<file path="src/rtl/led_seq_pkg.sv">
// Shared encodings for the LED sequencer: FSM states, pattern modes and the
// default LED count.
package led_seq_pkg;

    localparam int N_LEDS_DEFAULT = 10;

    typedef enum logic [1:0] {
        ST_IDLE   = 2'd0,
        ST_RUN    = 2'd1,
        ST_PAUSED = 2'd2
    } seq_state_e;

    typedef enum logic [1:0] {
        MODE_DOT    = 2'd0,
        MODE_FILL   = 2'd1,
        MODE_BOUNCE = 2'd2
    } seq_mode_e;

endpackage

</file>
<file path="src/rtl/led_seq_presc.sv">
// Step-rate prescaler: counts 0..term and ticks on the terminal count while
// enabled. load_i latches a new terminal value and restarts the count.
module led_seq_presc
    import led_seq_pkg::*;
#(
    parameter int                 PRESC_W    = 28,
    parameter logic [PRESC_W-1:0] RESET_TERM = '0
) (
    input  logic               clk_i,
    input  logic               rst_i,
    input  logic               load_i,
    input  logic               clr_i,
    input  logic               en_i,
    input  logic [PRESC_W-1:0] term_i,
    output logic               tick_o
);

    logic [PRESC_W-1:0] count_q, count_d;
    logic [PRESC_W-1:0] term_q, term_d;
    logic               atTerm;

    assign atTerm = (count_q == term_q);
    assign tick_o = en_i && atTerm;

    // With en_i low the count holds, so a terminal value survives a pause.
    always_comb begin
        count_d = count_q;
        term_d  = term_q;
        if (load_i) begin
            count_d = '0;
            term_d  = term_i;
        end else if (clr_i) begin
            count_d = '0;
        end else if (en_i) begin
            count_d = atTerm ? '0 : count_q + PRESC_W'(1);
        end
    end

    always_ff @(posedge clk_i) begin
        if (rst_i) begin
            count_q <= '0;
            term_q  <= RESET_TERM;
        end else begin
            count_q <= count_d;
            term_q  <= term_d;
        end
    end

endmodule

</file>
<file path="src/rtl/led_seq_ctrl.sv">
// LED chaser sequencer: run/pause/stop FSM, position/direction stepping and
// dot/fill/bounce decode. Define LED_SEQ_LOOP_LIMIT_EN for the loops/done limit.
module led_seq_ctrl
    import led_seq_pkg::*;
#(
    parameter int N_LEDS   = N_LEDS_DEFAULT,
    parameter int BASE_DIV = 5000000,
    parameter int PRESC_W  = 28
) (
    input  logic              ck_i,
    input  logic              rs_i,
    input  logic              start_i,
    input  logic              stop_i,
    input  logic              pause_i,
    input  logic [1:0]        mode_i,
    input  logic [3:0]        speed_i,
`ifdef LED_SEQ_LOOP_LIMIT_EN
    input  logic [3:0]        loops_i,
    output logic              done_o,
`endif
    output logic [N_LEDS-1:0] leds_o,
    output logic [3:0]        pos_o,
    output logic              busy_o,
    output logic              wrap_o
);

    localparam logic [3:0]         LAST_POS = 4'(N_LEDS - 1);
    localparam logic [PRESC_W-1:0] DIV_W    = PRESC_W'(BASE_DIV);

    seq_state_e          state_q, state_d;
    logic [1:0]          mode_q, mode_d;
    logic [3:0]          pos_q, pos_d;
    logic                dir_q, dir_d;
    logic [N_LEDS-1:0]   leds_q, leds_d;
    logic                wrap_q, wrap_d;

    logic [3:0]          stepPos;
    logic                stepDir;
    logic                stepWrap;
    logic                limitHit;

    logic                prescLoad;
    logic                prescClr;
    logic                prescEn;
    logic                prescTick;
    logic [PRESC_W-1:0]  termIn;

`ifdef LED_SEQ_LOOP_LIMIT_EN
    logic [3:0]          loops_q, loops_d;
    logic [3:0]          wrapCnt_q, wrapCnt_d;
    logic                done_q, done_d;

    assign limitHit = (loops_q != 4'd0) && (wrapCnt_q == loops_q) && (state_q != ST_IDLE);
    assign done_o   = done_q;
`else
    assign limitHit = 1'b0;
`endif

    assign termIn = DIV_W * PRESC_W'({1'b0, speed_i} + 5'd1) - PRESC_W'(1);

    led_seq_presc #(
        .PRESC_W    (PRESC_W),
        .RESET_TERM (DIV_W - PRESC_W'(1))
    ) u_presc (
        .clk_i  (ck_i),
        .rst_i  (rs_i),
        .load_i (prescLoad),
        .clr_i  (prescClr),
        .en_i   (prescEn),
        .term_i (termIn),
        .tick_o (prescTick)
    );

    function automatic logic [N_LEDS-1:0] decodeLeds(input logic [1:0] m, input logic [3:0] p);
        logic [N_LEDS-1:0] one;
        one = N_LEDS'(1) << p;
        if (m == MODE_FILL) begin
            return (one << 1) - N_LEDS'(1);
        end
        return one;
    endfunction

    // Bounce shows each endpoint once: dir flips on the step that lands on it.
    always_comb begin
        stepPos  = pos_q + 4'd1;
        stepDir  = 1'b0;
        stepWrap = 1'b0;
        if (mode_q == MODE_BOUNCE) begin
            if (dir_q) begin
                stepPos  = pos_q - 4'd1;
                stepDir  = (stepPos != 4'd0);
                stepWrap = (stepPos == 4'd0);
            end else begin
                stepDir  = (stepPos == LAST_POS);
            end
        end else if (pos_q == LAST_POS) begin
            stepPos  = 4'd0;
            stepWrap = 1'b1;
        end
    end

    always_comb begin
        state_d   = state_q;
        mode_d    = mode_q;
        pos_d     = pos_q;
        dir_d     = dir_q;
        leds_d    = leds_q;
        wrap_d    = 1'b0;
        prescLoad = 1'b0;
        prescClr  = 1'b0;
        prescEn   = 1'b0;
`ifdef LED_SEQ_LOOP_LIMIT_EN
        loops_d   = loops_q;
        wrapCnt_d = wrapCnt_q;
        done_d    = 1'b0;
`endif
        if (stop_i) begin
            state_d  = ST_IDLE;
            pos_d    = 4'd0;
            dir_d    = 1'b0;
            leds_d   = '0;
            prescClr = 1'b1;
        end else if (start_i) begin
            state_d   = ST_RUN;
            mode_d    = mode_i;
            pos_d     = 4'd0;
            dir_d     = 1'b0;
            leds_d    = decodeLeds(mode_i, 4'd0);
            prescLoad = 1'b1;
`ifdef LED_SEQ_LOOP_LIMIT_EN
            loops_d   = loops_i;
            wrapCnt_d = 4'd0;
`endif
        end else if (limitHit) begin
            state_d  = ST_IDLE;
            pos_d    = 4'd0;
            dir_d    = 1'b0;
            leds_d   = '0;
            prescClr = 1'b1;
`ifdef LED_SEQ_LOOP_LIMIT_EN
            done_d   = 1'b1;
`endif
        end else begin
            case (state_q)
                ST_RUN: begin
                    // A pause on the terminal cycle freezes the count, so the step
                    // fires on the first edge after resuming.
                    if (pause_i) begin
                        state_d = ST_PAUSED;
                    end else begin
                        prescEn = 1'b1;
                        if (prescTick) begin
                            pos_d  = stepPos;
                            dir_d  = stepDir;
                            leds_d = decodeLeds(mode_q, stepPos);
                            wrap_d = stepWrap;
`ifdef LED_SEQ_LOOP_LIMIT_EN
                            wrapCnt_d = wrapCnt_q + {3'd0, stepWrap};
`endif
                        end
                    end
                end
                ST_PAUSED: begin
                    if (pause_i) begin
                        state_d = ST_RUN;
                    end
                end
                ST_IDLE: begin
                end
                default: begin
                    state_d = ST_IDLE;
                    pos_d   = 4'd0;
                    leds_d  = '0;
                end
            endcase
        end
    end

    always_ff @(posedge ck_i) begin
        if (rs_i) begin
            state_q   <= ST_IDLE;
            mode_q    <= 2'd0;
            pos_q     <= 4'd0;
            dir_q     <= 1'b0;
            leds_q    <= '0;
            wrap_q    <= 1'b0;
`ifdef LED_SEQ_LOOP_LIMIT_EN
            loops_q   <= 4'd0;
            wrapCnt_q <= 4'd0;
            done_q    <= 1'b0;
`endif
        end else begin
            state_q   <= state_d;
            mode_q    <= mode_d;
            pos_q     <= pos_d;
            dir_q     <= dir_d;
            leds_q    <= leds_d;
            wrap_q    <= wrap_d;
`ifdef LED_SEQ_LOOP_LIMIT_EN
            loops_q   <= loops_d;
            wrapCnt_q <= wrapCnt_d;
            done_q    <= done_d;
`endif
        end
    end

    assign leds_o = leds_q;
    assign pos_o  = pos_q;
    assign wrap_o = wrap_q;
    assign busy_o = (state_q != ST_IDLE);

endmodule

</file>
<file path="config.mk">
export PLATFORM = sky130hd
export DESIGN_NAME = led_seq_ctrl
export DESIGN_NICKNAME = d
export VERILOG_FILES = /design/src/rtl/led_seq_pkg.sv /design/src/rtl/led_seq_presc.sv /design/src/rtl/led_seq_ctrl.sv
export SDC_FILE = /design/constraint.sdc
export NUM_CORES = 1
export LEC_CHECK = 0
export CAP_MARGIN = 15
export CORE_MARGIN = 1.5
export CORE_UTILIZATION = 60
export DETAILED_ROUTE_END_ITERATION = 7
export PLACE_DENSITY_LB_ADDON = 0.08
export SLEW_MARGIN = 20
export SYNTH_ARGS = -nofsm -noshare
export SYNTH_HDL_FRONTEND = slang
export SYNTH_SLANG_ARGS = --single-unit
</file>
<file path="constraint.sdc">
create_clock -name ck_i -period 6.7 [get_ports ck_i]
set_clock_uncertainty 0.05 [all_clocks]
set_input_delay 1.34 -clock ck_i [delete_from_list [all_inputs] [get_ports ck_i]]
set_output_delay 1.34 -clock ck_i [all_outputs]
set_load 0.02 [all_outputs]
</file>
======== Word-level counts from Yosys, hierarchy flattened ========
Cells that the tools add are included.
word-level totals
  register bits ........................... 76
  input bits .............................. 11
  output and inout port bits .............. 16
  word-level logic and storage cells ...... 97
operators by class
  add/sub/neg operators ................... 6
  multipliers ............................. 1
  eq/ne operators ......................... 18
  shifts and indexed selects .............. 1
  mux-type cells .......................... 40
  bitwise operators ....................... 6
  reductions and logical operators ........ 16
operators by type and width
  kind                     number
  $mux W10                 7
  $add A28 B1 Y28 const B  1
  $eq A28 B28 Y1           1
  $mux W28                 1
  $sub A28 B1 Y28 const B  1
  $mul A17 B5 Y22 const A  1
  $mux W1                  22
  $mux W4                  5
  $pmux W10 S2             1
  $reduce_and A3 Y1        5
  $ne A3 B3 Y1 const B     4
  $ne A2 B2 Y1 const B     5
  $shl A1 B4 Y10 const A   1
  $sub A10 B1 Y10 const B  1
  $eq A4 B4 Y1 const B     2
  $pmux W4 S2              1
  $eq A2 B1 Y1 const B     3
  $not A1 Y1               6
  $pmux W2 S3              1
  $reduce_or A3 Y1         2
  $reduce_or A6 Y1         1
  $add A4 B1 Y5 const B    1
  $add A4 B1 Y4 const B    1
  $eq A2 B2 Y1 const B     2
  other kinds (10)         12

======== Logic depth before layout (Yosys ltp) ========
Gate-level depths: netlist of the first run.
  depth after elaboration ................. 15
  gate-level depth with buffers ........... 20
  depth with buffers taken out ............ 18

======== Modules after synthesis ========
From an unflattened synthesis of the first run, not the netlist that was laid out.
unflattened totals
  cell total of the unflattened synthesis .. 668
  area, all modules ....................... 5651.7 um2
by module, submodules not included
  module         times used  cells each  area each (um2)  sequential area each (um2)
  led_seq_ctrl   1           399         3065.4           400.4
  led_seq_presc  1           269         2586.2           1121.1

======== Least setup slack after synthesis of the first run ========
Ideal clock, no wire load.
  kind .................................... input to register
  from .................................... input port speed_i[0]
  to ...................................... register u_presc.term_q[27]
  data arrival time ....................... 5.663 ns
  required time ........................... 6.527 ns
  path slack .............................. 0.864 ns
  cell stages on the path ................. 18
  buffers on the path ..................... 1
  cell sequence ........................... ha_1 and3_1 clkdlybuf4s15_1 ha_1 inv_1 fa_1 inv_1 ha_1 ha_1 o211a_1 o31ai_2 and2_4 o311a_1 a211o_1 or4_4 nor4_4 and4_1 nor3_2
between the ends
  word-level cells in the longest chain between the ends .. 3
ends and longest elaborated chain
  element                 RTL line             text
  start: declaration      led_seq_ctrl.sv:16   input logic [3:0] speed_i,
  $add A4 B1 Y5           led_seq_ctrl.sv:59   assign termIn = DIV_W * PRESC_W'({1'b0, speed_i} + 5'd1) - PRESC_W'(1);
  $mul A17 B5 Y22         led_seq_ctrl.sv:59
  $sub A28 B1 Y28         led_seq_ctrl.sv:59
  end signal: assignment  led_seq_presc.sv:45  term_q <= term_d;
  end: declaration        led_seq_presc.sv:19  logic [PRESC_W-1:0] term_q, term_d;
No other way between the ends.
A chain may end at the register's enable or synchronous reset.

======== Worst setup path in the final report of the first run ========
  from .................................... input port speed_i[2]
  to ...................................... register u_presc.term_q[26]
Same word-level chain as after synthesis.

==> flow_metrics.py, run 1 <==
metrics = {
    "power": {
        "power_uw": 1134,
        "power_density_nw_per_um2": 190.6,
        "leakage_uw": 0.002331,
        "ir_worst_vdd_mv": 0.1058,
    },
    "timing": {
        "tns_ns": 0,
        "max-slew-margin-rel_pct": 28.03,
        "tightest_slew_ns": 1.071,
        "fin_crit_sh_pct": 94.02,
        "max_clock_freq_mhz": 158.7,
        "rsz0062_at_grt": "no",
        "drv_slew": 0,
        "post-route-min-period_ns": 6.300,
        "setup_viol": 0,
        "hold_violations": 0,
    },
    "clock_network": {
        "clockBufferDepth": 2,
        "cts_buffers": 9,
        "clk_pin_slew_ns": 0.08,
        "cts_root_buf": "clkbuf_8",
        "cts_tree": "done",
        "post-cts-setup-buffer-count": 0,
        "cts_resized": 0,
        "ctsHtreeMaxLevel": 3,
        "insertion_delay_ns": 0.35,
        "clock-sinks": 70,
        "postCtsHoldBufs": 0,
    },
    "worst_setup_path": {
        "worstReg2RegEnd": "leds_o[5]$_SDFFE_PP0P_",
        "critPathCaptureType": "flop",
        "reg2reg_slack_ns": 3.34,
        "required_ns": 6.89,
        "reg2reg_depth": 9,
        "cp_max_fo": 5,
        "worstSetupStartpointType": "input pin",
        "cp.arrival_ns": 6.49,
        "r2r_start": "state_q[0]$_SDFFE_PP0P_",
        "critPathKind": "input pin to flop",
    },
    "detailed_routing": {
        "wl_per_cell_um": 15.83,
        "drtPass1Iterations": 4,
        "drt-initial-drc-count": 222,
        "drtAntennaViolNets": 0,
        "via_count": 4950,
        "drc": 0,
        "wl_um": 12930,
        "vias_per_cell": 6.059,
    },
    "min_path": {
        "hold_path_depth": 2,
        "hold_path.class": "flop to flop",
        "min_to": "leds_o[8]$_SDFFE_PP0P_",
        "min_from": "leds_o[8]$_SDFFE_PP0P_",
    },
    "logic_synthesis": {
        "netlist_area_um2": 5478,
        "syn_inst": 685,
        "yosys.area.top_type": "dfxtp_1",
        "synth_edf_count": 0,
        "synthDistinctLibCells": 79,
        "synth-warning-count": 0,
        "syn_nets": 746,
        "synthFlopType": "dfxtp_1",
        "synthTopCellsByArea": "dfxtp_1, ha_1, xor2_1, xnor2_1, nor2_1",
        "synth_top_area_share_pct": 25.58,
        "synthTopCellsByCount": "nor2_1, dfxtp_1, nand2_1",
        "synth_most_common_cell": "nor2_1",
        "yosysSeqAreaShare_pct": 25.58,
        "async_reset_ff_share_pct": 0,
        "avgSynthCellArea_um2": 7.997,
        "synth_seq_cells": 70,
    },
    "job": {
        "maxCapViolCount": 0,
    },
    "cells_and_area": {
        "drive_above_1_share_pct": 7.898,
        "final_nets": 766,
        "area_growth_pct": 8.634,
        "layout.cells.non_filler": 817,
        "n_antenna_cell": 0,
    },
    "status": {
        "status": "complete, no violations",
    },
    "placement": {
        "routabilityCongestion": 0.9219,
        "io_buffers": 26,
        "dp_hpwl_um": 10170,
        "place_inst": 802,
    },
    "floorplan": {
        "die_w_um": 98.55,
        "core_um2": 8763,
        "num_io_pins": 27,
        "dieArea_um2": 9712,
        "num_rows": 34,
        "die_h_um": 98.55,
        "start_util_pct": 62.51,
    },
    "global_routing": {
        "grt_pass1_wl_um": 21720,
        "grt-ovfl-total": 0,
        "grt_max_degree": 31,
        "antenna_found_initial": 0,
        "grtUsageTotal_pct": 27.23,
        "grt_pass1_vias": 4692,
    },
}
==> routing by layer <==
layer	up-vias	part of all wire (%)	track usage, %
met5	-	0	0
met2	118	48	46.10
met4	0	3.8	13.76
li1	2468	-	-
met3	42	3.1	3.262
met1	2322	45	34.17
==> per-stage QoR <==
stage          cell area, µm²  setup WS (ns)  util (%)  hold slack (ns)
2_1_floorplan            5478         0.8642         -           0.3919
3_3_place_gp             5788         0.2600     66.05           0.3911
3_5_place_dp             5788        0.07115     66.05           0.4038
4_1_cts                  5951         0.4175     67.90           0.4150
5_1_grt                  5951         0.2010     67.90           0.4285
6_report                 5951         0.4003     67.90           0.4100
==> worst max-delay path, stage by stage <==
cell and delay (ns):
clkdlybuf4s50_1 0.57, nand3_1 0.12, xor2_1 0.37, inv_1 0.16, ha_1 0.34, inv_1 0.06, fa_1 0.50, inv_1 0.04
ha_1 0.29, ha_1 0.35, o211a_1 0.27, o31a_2 0.13, o211ai_1 0.32, a311oi_1 0.23, a311o_2 0.47, xnor2_1 0.20
nor4b_1 0.44, mux2i_1 0.23, nand2_1 0.06
==> cells in the final DEF (no fill, tap or decap), drive strengths merged, types with 10 or more instances in the layout <==
cell type      count
a21oi             33
nor2              80
nand2             71
ha                47
xor2              41
nor2b             10
xnor2             40
buf               10
o21ai             31
dfxtp             70
nor3              17
nor4              14
clkdlybuf4s50     26
nand4             11
nand3             23
inv               33
a211oi            14
==> state kept, by name, summed over array words and instances (netlist names) <==
| signal | flops |
|---|---|
| leds_o | 10 |
| u_presc.term_q | 22 |
| mode_q | 2 |
| state_q | 2 |
| dir_q | 1 |
| pos_o | 4 |
| wrap_o | 1 |
| u_presc.count_q | 28 |
==> worst max path at each step <==
stage,from,endpoint,slack [ns],cells past startpoint
6_report,speed_i[2],u_presc.term_q[26]$_SDFFE_PP0P_,0.40,19
5_1_grt,speed_i[2],u_presc.term_q[26]$_SDFFE_PP0P_,0.20,19
4_1_cts,speed_i[2],u_presc.term_q[26]$_SDFFE_PP0P_,0.42,19
3_5_place_dp,speed_i[2],u_presc.term_q[26]$_SDFFE_PP0P_,0.07,19
3_3_place_gp,speed_i[2],u_presc.term_q[26]$_SDFFE_PP0P_,0.26,19
2_1_floorplan,speed_i[0],u_presc.term_q[27]$_SDFFE_PP0P_,0.86,18
==> area by class of cell <==
| cell class | count | area, µm² |
|---|---|---|
| multi-input cells | 556 | 3796 |
| fillers | 773 | 2813 |
| flip-flops and latches | 70 | 1401 |
| repair buffers | 36 | 335.3 |
| well taps | 108 | 135.1 |
| clock buffers | 9 | 123.9 |
| inverters | 32 | 120.1 |
| clock inverters | 6 | 38.79 |
==> power breakdown <==
group | total, µW | leakage (µW) | internal [µW] | switching [µW]
Combinational | 406 | 0.00168 | 163 | 242
Clock | 290 | 0.0000813 | 131 | 159
Sequential | 439 | 0.000568 | 428 | 10.3
==> cells by family after synthesis <==
group | count (synthesis) | synth area share [%]
flops | 70 | 25.58
buf+inv | 59 | 5.162
simple gates | 281 | 26.50
fa+ha+maj | 50 | 11.83
mux | 6 | 1.096
xor+xnor | 81 | 12.95
compound gates | 138 | 16.88
No activity file was read; power rests on OpenSTA's default activity.
==> run 2, diff against run 1 <==
SKIP_CTS_REPAIR_TIMING = 1   (was not set)
==> results of run 2 <==
Final layout, timing and power as in run 1 (identical DEF).
